<file path="src/rtl/rw_pkg.sv">
// Shared constants, state encoding and group type for the result writer.
package rw_pkg;
  localparam int RES_W   = 18;
  localparam int LANES   = 4;
  localparam int GROUP_W = RES_W * LANES;

  typedef logic [GROUP_W-1:0] group_t;
  typedef logic [RES_W-1:0]   res_t;

  typedef enum logic [1:0] {
    IDLE  = 2'd0,
    DRAIN = 2'd1,
    DONE  = 2'd2
  } state_t;

  // Lane 0 (MU1) sits in the most significant slice of a group.
  function automatic res_t lane_of(input group_t grp, input logic [1:0] lane);
    return grp[(LANES - 1 - int'(lane)) * RES_W +: RES_W];
  endfunction
endpackage

</file>
<file path="src/rtl/result_writer_if.sv">
// ALU-to-writer handshake plus the output-RAM write port of the result writer.
interface result_writer_if #(
  parameter int ADDR_W = 4
) ();
  rw_pkg::res_t      MU1;
  rw_pkg::res_t      MU2;
  rw_pkg::res_t      MU3;
  rw_pkg::res_t      MU4;
  logic              web;
  logic              ALU_done;
  logic              ram_we;
  logic [ADDR_W-1:0] ram_addr;
  rw_pkg::res_t      ram_din;
  logic              wr_done;

  modport master (
    output MU1, MU2, MU3, MU4, web, ALU_done,
    input  ram_we, ram_addr, ram_din, wr_done
  );

  modport slave (
    input  MU1, MU2, MU3, MU4, web, ALU_done,
    output ram_we, ram_addr, ram_din, wr_done
  );
endinterface

</file>
<file path="src/rtl/rw_fifo.sv">
// Small synchronous FIFO of result groups; a push into a full FIFO is accepted only alongside a pop.
module rw_fifo #(
  parameter  int WIDTH = 72,
  parameter  int DEPTH = 2,
  localparam int PTR_W = (DEPTH > 1) ? $clog2(DEPTH) : 1,
  localparam int CNT_W = $clog2(DEPTH + 1)
) (
  input  logic             clk,
  input  logic             rst,
  input  logic             push,
  input  logic             pop,
  input  logic [WIDTH-1:0] din,
  output logic [WIDTH-1:0] dout,
  output logic             full,
  output logic             empty,
  output logic [CNT_W-1:0] count
);
  logic [WIDTH-1:0] mem [DEPTH];
  logic [PTR_W-1:0] wr_ptr;
  logic [PTR_W-1:0] rd_ptr;
  logic             do_push;
  logic             do_pop;

  function automatic logic [PTR_W-1:0] bump(input logic [PTR_W-1:0] p);
    return (p == PTR_W'(DEPTH - 1)) ? '0 : p + 1'b1;
  endfunction

  assign empty   = (count == '0);
  assign full    = (count == CNT_W'(DEPTH));
  assign do_pop  = pop && !empty;
  assign do_push = push && (!full || do_pop);
  assign dout    = mem[rd_ptr];

  always_ff @(posedge clk or negedge rst) begin
    if (!rst) begin
      wr_ptr <= '0;
      rd_ptr <= '0;
      count  <= '0;
    end else begin
      if (do_push) wr_ptr <= bump(wr_ptr);
      if (do_pop)  rd_ptr <= bump(rd_ptr);
      case ({do_push, do_pop})
        2'b10:   count <= count + 1'b1;
        2'b01:   count <= count - 1'b1;
        default: ;
      endcase
    end
  end

  always_ff @(posedge clk) begin
    if (do_push) mem[wr_ptr] <= din;
  end
endmodule

</file>
<file path="src/rtl/result_writer.sv">
// Result writer: buffers 4-result groups from the ALU and drains them one lane per cycle into the output RAM.
// Optional feature macro RESULT_MAX_EN: track the largest written value and its address.
module result_writer
  import rw_pkg::*;
#(
  parameter int ADDR_W     = 4,
  parameter int FIFO_DEPTH = 2
) (
  input  logic              clk,
  input  logic              rst,
  result_writer_if.slave    bus,
  output logic              busy,
  output logic              ovf,
  output res_t              max_val,
  output logic [ADDR_W-1:0] max_addr
);
  localparam int CNT_W = $clog2(FIFO_DEPTH + 1);

  state_t            state;
  state_t            state_nxt;
  group_t            shadow_p0;
  group_t            head;
  logic              full;
  logic              empty;
  logic [CNT_W-1:0]  count;
  logic              pop;
  logic              stay;
  logic              pending;
  logic [1:0]        lane;
  logic [ADDR_W-1:0] addr_cnt;
  res_t              lane_data;
  logic              wr_en;
  logic [ADDR_W-1:0] wr_addr;
  res_t              wr_data;

  assign lane_data = lane_of(head, lane);
  assign pop       = (state == DRAIN) && (lane == 2'd3);
  // After the last lane, keep draining if anything remains once the head is gone.
  assign stay      = bus.web || (count != CNT_W'(1));

  rw_fifo #(
    .WIDTH (GROUP_W),
    .DEPTH (FIFO_DEPTH)
  ) u_fifo (
    .clk   (clk),
    .rst   (rst),
    .push  (bus.web),
    .pop   (pop),
    .din   (shadow_p0),
    .dout  (head),
    .full  (full),
    .empty (empty),
    .count (count)
  );

  always_comb begin
    state_nxt = state;
    case (state)
      IDLE: begin
        if (!empty)       state_nxt = DRAIN;
        else if (pending) state_nxt = DONE;
      end
      DRAIN:   if (pop && !stay) state_nxt = IDLE;
      DONE:    state_nxt = IDLE;
      default: state_nxt = IDLE;
    endcase
  end

  always_ff @(posedge clk or negedge rst) begin
    if (!rst) state <= IDLE;
    else      state <= state_nxt;
  end

  // Shadow stage: upstream clears MU in the web cycle, so the push takes last cycle's values.
  always_ff @(posedge clk or negedge rst) begin
    if (!rst) begin
      shadow_p0 <= '0;
      pending   <= 1'b0;
      ovf       <= 1'b0;
      addr_cnt  <= '0;
      lane      <= '0;
      wr_en     <= 1'b0;
      wr_addr   <= '0;
      wr_data   <= '0;
    end else begin
      shadow_p0 <= {bus.MU1, bus.MU2, bus.MU3, bus.MU4};
      if (bus.ALU_done)     pending <= 1'b1;
      else if (state == DONE) pending <= 1'b0;
      if (bus.web && full && !pop) ovf <= 1'b1;
      wr_en <= (state == DRAIN);
      if (state == DRAIN) begin
        wr_data  <= lane_data;
        wr_addr  <= addr_cnt;
        addr_cnt <= addr_cnt + 1'b1;
        lane     <= lane + 1'b1;
      end else if (state == DONE) begin
        addr_cnt <= '0;
      end
    end
  end

`ifdef RESULT_MAX_EN
  always_ff @(posedge clk or negedge rst) begin
    if (!rst) begin
      max_val  <= '0;
      max_addr <= '0;
    end else if (state == DONE) begin
      max_val  <= '0;
      max_addr <= '0;
    end else if ((state == DRAIN) && (lane_data > max_val)) begin
      max_val  <= lane_data;
      max_addr <= addr_cnt;
    end
  end
`else
  assign max_val  = '0;
  assign max_addr = '0;
`endif

  assign bus.ram_we   = wr_en;
  assign bus.ram_addr = wr_addr;
  assign bus.ram_din  = wr_data;
  assign bus.wr_done  = (state == DONE);
  assign busy         = !empty || (state == DRAIN);
endmodule

</file>
<file path="src/flat_wrapper.sv">
// flat-port wrapper written by rule: the top's interface ports become plain ports
module result_writer_flat import rw_pkg::*;
#(
  parameter int ADDR_W     = 4,
  parameter int FIFO_DEPTH = 2
)
  (clk, rst, busy, ovf, max_val, max_addr, bus_MU1, bus_MU2, bus_MU3, bus_MU4, bus_web, bus_ALU_done, bus_ram_we, bus_ram_addr, bus_ram_din, bus_wr_done);
  result_writer_if #(.ADDR_W(ADDR_W)) bus_i ();
  input  logic clk;
  input  logic rst;
  output logic busy;
  output logic ovf;
  output res_t max_val;
  output logic [ADDR_W-1:0] max_addr;
  input wire logic [$bits(bus_i.MU1)-1:0] bus_MU1;
  input wire logic [$bits(bus_i.MU2)-1:0] bus_MU2;
  input wire logic [$bits(bus_i.MU3)-1:0] bus_MU3;
  input wire logic [$bits(bus_i.MU4)-1:0] bus_MU4;
  input wire logic [$bits(bus_i.web)-1:0] bus_web;
  input wire logic [$bits(bus_i.ALU_done)-1:0] bus_ALU_done;
  output wire logic [$bits(bus_i.ram_we)-1:0] bus_ram_we;
  output wire logic [$bits(bus_i.ram_addr)-1:0] bus_ram_addr;
  output wire logic [$bits(bus_i.ram_din)-1:0] bus_ram_din;
  output wire logic [$bits(bus_i.wr_done)-1:0] bus_wr_done;
  assign bus_i.MU1 = bus_MU1;
  assign bus_i.MU2 = bus_MU2;
  assign bus_i.MU3 = bus_MU3;
  assign bus_i.MU4 = bus_MU4;
  assign bus_i.web = bus_web;
  assign bus_i.ALU_done = bus_ALU_done;
  assign bus_ram_we = bus_i.ram_we;
  assign bus_ram_addr = bus_i.ram_addr;
  assign bus_ram_din = bus_i.ram_din;
  assign bus_wr_done = bus_i.wr_done;
  result_writer #(.ADDR_W(ADDR_W), .FIFO_DEPTH(FIFO_DEPTH)) u_core (.clk(clk), .rst(rst), .bus(bus_i), .busy(busy), .ovf(ovf), .max_val(max_val), .max_addr(max_addr));
endmodule
</file>
<file path="config.mk">
export PLATFORM = sky130hd
export DESIGN_NAME = result_writer_flat
export DESIGN_NICKNAME = d
export VERILOG_FILES = /design/src/rtl/rw_pkg.sv /design/src/rtl/result_writer_if.sv /design/src/rtl/rw_fifo.sv /design/src/rtl/result_writer.sv /design/src/flat_wrapper.sv
export SDC_FILE = /design/constraint.sdc
export NUM_CORES = 1
export LEC_CHECK = 0
export CORE_ASPECT_RATIO = 1.5
export CORE_MARGIN = 2
export CORE_UTILIZATION = 56
export CTS_BUF_LIST = sky130_fd_sc_hd__clkbuf_8
export CTS_CLUSTER_DIAMETER = 80
export DETAILED_ROUTE_END_ITERATION = 12
export PLACE_DENSITY = 0.88
export SLEW_MARGIN = 15
export SYNTH_ARGS = -nofsm -noshare
export SYNTH_HDL_FRONTEND = slang
export SYNTH_SLANG_ARGS = --single-unit
</file>
<file path="constraint.sdc">
create_clock -name clk -period 5.7 [get_ports clk]
set_input_delay 0.855 -clock clk [delete_from_list [all_inputs] [get_ports clk]]
set_output_delay 0.855 -clock clk [all_outputs]
set_load 0.02 [all_outputs]
</file>
==> metrics.md <==
| Metric | Value |
|---|---|
| Outcome | finished, final reports clean |
| Hold Path Class | in2async |
| Post-CTS Resized | 0 |
| Async S/R FF share, synth | 43.1% |
| Initial antenna violation count | 0 |
| Initial drt markers | 272 |
| Largest net degree at the start of global routing | 73 |
| Final routed DRC violation total | 0 |
| Mean Syn Cell Area | between 15 and 20 um^2 |
| Synth area leaders | edfxtp_1, dfrtp_1, mux2i_1, buf_4, a41o_1 |
| Final Cycle Share | around two thirds |
| DR vias | 4,676 |
| Type of the worst setup path | reg2out |
| RSZ-0062 raised after global routing | no |
| Final worst setup slack | approximately 1.9 ns |
| Clock skew | about 0.016 ns |
| Number of diodes | 0 |
| Syn Inst Count | 515 |
| Die Ht | 160 um |
| Clock power share | 24.4% |
| CP Cell Sequence | inv_1 -> ha_2 -> inv_1 -> nand2_1 -> clkdlybuf4s50_1 |
| Slowest Stage Delay on Critical Path | 0.85 ns |
| Clk_lat worst skew | 0.50 ns |
| Worst-path fanout max | 46 |
| Setup crit end kind | output pin |
| Max Root-Sink Buffers | 3 |
| Final nets | 722 |
| Root buf cell | clkbuf_8 |
| Yosys top cell by area | edfxtp_1 |
| Most frequent CP cell | inv_1 |
| Final WL | 16,100 um |
| Worst EP required | 4.85 ns |
| Hold Buf Count CTS | 0 |
| GRT Util Overall | 19.1% |
| DRT Pass-1 Iters | 5 |
| Power density over the cells | between 400 and 500 mW/mm^2 |
| Crit path DAT | 2.95 ns |
| Post-synthesis sequential area ratio | 77.5% |
| Setup violators final | 0 |
| Setup TNS | 0 ns |
| Pint | roughly 3700 uW |
| Post-DP HPWL | 10,500 um |
| Synth top area share | 47.5% |
| Wire per inst | 18.6 um |
| Comb pwr share | 26.1% |
| I/O pin total | between 100 and 150 |
| Peak supply drop | 0.000306 V |
| Cell Area, Synth | approximately 0.009 mm^2 |
| Synth cell types | 37 |
| Post-CTS setup buffer count | 0 |
| FF-to-FF path depth | 5 |
| Reg power frac | 49.5% |
| Switching portion of total power | a little under a third |
| Setup crit start kind | flop |
| Clock sink count | 253 |
| Core area | 0.0160 mm^2 |
| Synth-to-Final Area Change | 19.9% |
| Vias in the first global route | ~5k |
| Post-synth EDFFs | 144 |
| Max cap viols | 0 |
| Fin. Hold Viols | 0 |
| Final ANT Viol Nets | 0 |
| Via density | 5.39 |
| Most used DFF post-synth | edfxtp_1 |
| FMAX | between 200 and 300 MHz |
| Core Rows | 57 |
| Ys Warns | 0 |
| Slowest-stage cell, CP | ha_2 |
| Leakage Power | 0.00438 uW |
| Clk slew on worst S/H paths | 0.06 ns |
| Least-Margin Pin Slew | 1.04 ns |
| Switch Pwr | 1650 uW |
| CTS buffer count | 34 |
| FF-to-FF setup slack | 1.93 ns |
| GPL Wtd Cong | slightly below 0.8 |
| # H-tree levels | 2 |
| Relative slew slack | 30.9% |
| Grt ovf | 0 |
| Die Area | 0.0173 mm^2 |
| Post-layout min period | about 3.8 ns |
| CTS tree | built |
| PortBufs | 101 |
| Pre-CTS WS | 1.95 ns |
| Global-route wire length before repair | 25,000 um |
| Synthesized flop and latch total | 253 |
| Share of cells above drive strength 1 | 9.82% |
| Max Slew Vio Count | 0 |
| Initial Utilization | 56.7% |
| Die outline width | approximately 110 um |
==> cell usage after synthesis (2+ instances only) <==
cell type,n
nand3_1,16
buf_6,2
mux4_1,2
inv_1,10
xnor2_1,3
xor2_1,2
nand2_1,21
ha_1,9
buf_4,24
dfrtp_1,109
a41o_1,14
o22ai_1,2
mux2_2,9
edfxtp_1,144
and3b_1,2
a22oi_1,15
a21oi_1,3
nor2_1,5
buf_2,13
mux2i_1,66
o21ai_0,7
nand2b_1,2
nor2b_1,21
==> routing by layer <==
layer | part of all wire [%] | track usage, % | up-vias
met5 | 0 | 0 | -
met4 | 2.8 | 8.45 | 0
met3 | 5.2 | 2.98 | 35
met2 | 57 | 35.5 | 188
met1 | 35 | 21.2 | 2340
li1 | - | - | 2113
==> cells in the final DEF, fill, tap and decap left out, types with 3 or more instances in the layout <==
master           netlist  routed
ha_1                   9       8
clkdlybuf4s50_1        0     100
mux2_2                 9       9
nor2b_1               21      19
a41o_1                14      14
a22oi_1               15      15
nand2_1               21      21
mux2i_1               66      66
xnor2_1                3       3
buf_4                 24       6
dfrtp_1              109     108
inv_1                 10      25
o21ai_0                7       7
a21oi_1                3       3
clkbuf_8               0      39
conb_1                 1      22
edfxtp_1             144     144
nor2_1                 5       3
clkinv_1               0       4
nand3_1               16      16
==> through the flow <==
step	total power, uW	util (%)	std cells	hold WS, ns	cell area [um^2]
after floorplan	3600	-	536	0.420	9180
after global placement	4000	63.7	807	0.425	10200
after detailed placement	4100	63.7	807	0.427	10200
after CTS	5420	67.9	868	0.408	10900
after global routing	5650	68.0	868	0.435	10900
final	5380	68.0	868	0.391	10900
==> registers in the layout, summed over array words and instances, names as in the netlist, 2 cells and up <==
name / flops
u_core.addr_cnt: 4
u_core.bus.ram_addr: 4
u_core.bus.ram_din: 18
u_core.lane: 2
u_core.shadow_p0: 72
u_core.state: 2
u_core.u_fifo.count: 2
u_core.u_fifo.mem: 144
==> critical path: cells and delay by family, from the launching register on <==
| kind | cells | cell delay [ns] |
|---|---|---|
| adders and majority gates | 1 | 0.85 |
| buffers and inverters | 3 | 1.08 |
| DFF | 1 | 0.38 |
| and+or+nand+nor | 1 | 0.13 |
==> worst paths after layout <==
kind	start	end
worst max-delay path	u_core.state[1]	busy
worst min-delay path	rst	u_core.bus.ram_we
worst max register to register	u_core.lane[0]	u_core.u_fifo.mem[1][51]
worst min register to register	u_core.shadow_p0[47]	u_core.u_fifo.mem[1][47]
max in group asynchronous	rst	u_core.shadow_p0[21]
min in group clk	u_core.shadow_p0[47]	u_core.u_fifo.mem[1][47]
==> layout make-up <==
cell class	instances	area, um^2
clock buffer	39	537
tap	206	258
sequential	253	7060
fill	1050	5140
timing repair buffer	106	1050
multi-input combinational	232	1830
clock inverter	22	139
inverter	10	37.5
==> cell families after synthesis <==
group,after synthesis,synth area share (%)
compound gates,50,4.28
xor+xnor,5,0.481
fa+ha+maj,9,1.24
buf+inv,51,3.44
flops,253,77.5
mux,78,9.20
other cells,1,0.0412
simple gates,68,3.81
==> power by group through the flow <==
stage | Combinational [uW] | Clock (uW) | Sequential [uW]
finish | 1410 | 1310 | 2660
global route | 1520 | 1420 | 2700
CTS | 1410 | 1340 | 2670
detailed placement | 1400 | 0 | 2700
global placement | 1340 | 0 | 2670
floorplan | 982 | 0 | 2620
No activity file was read; power rests on OpenSTA's default activity.
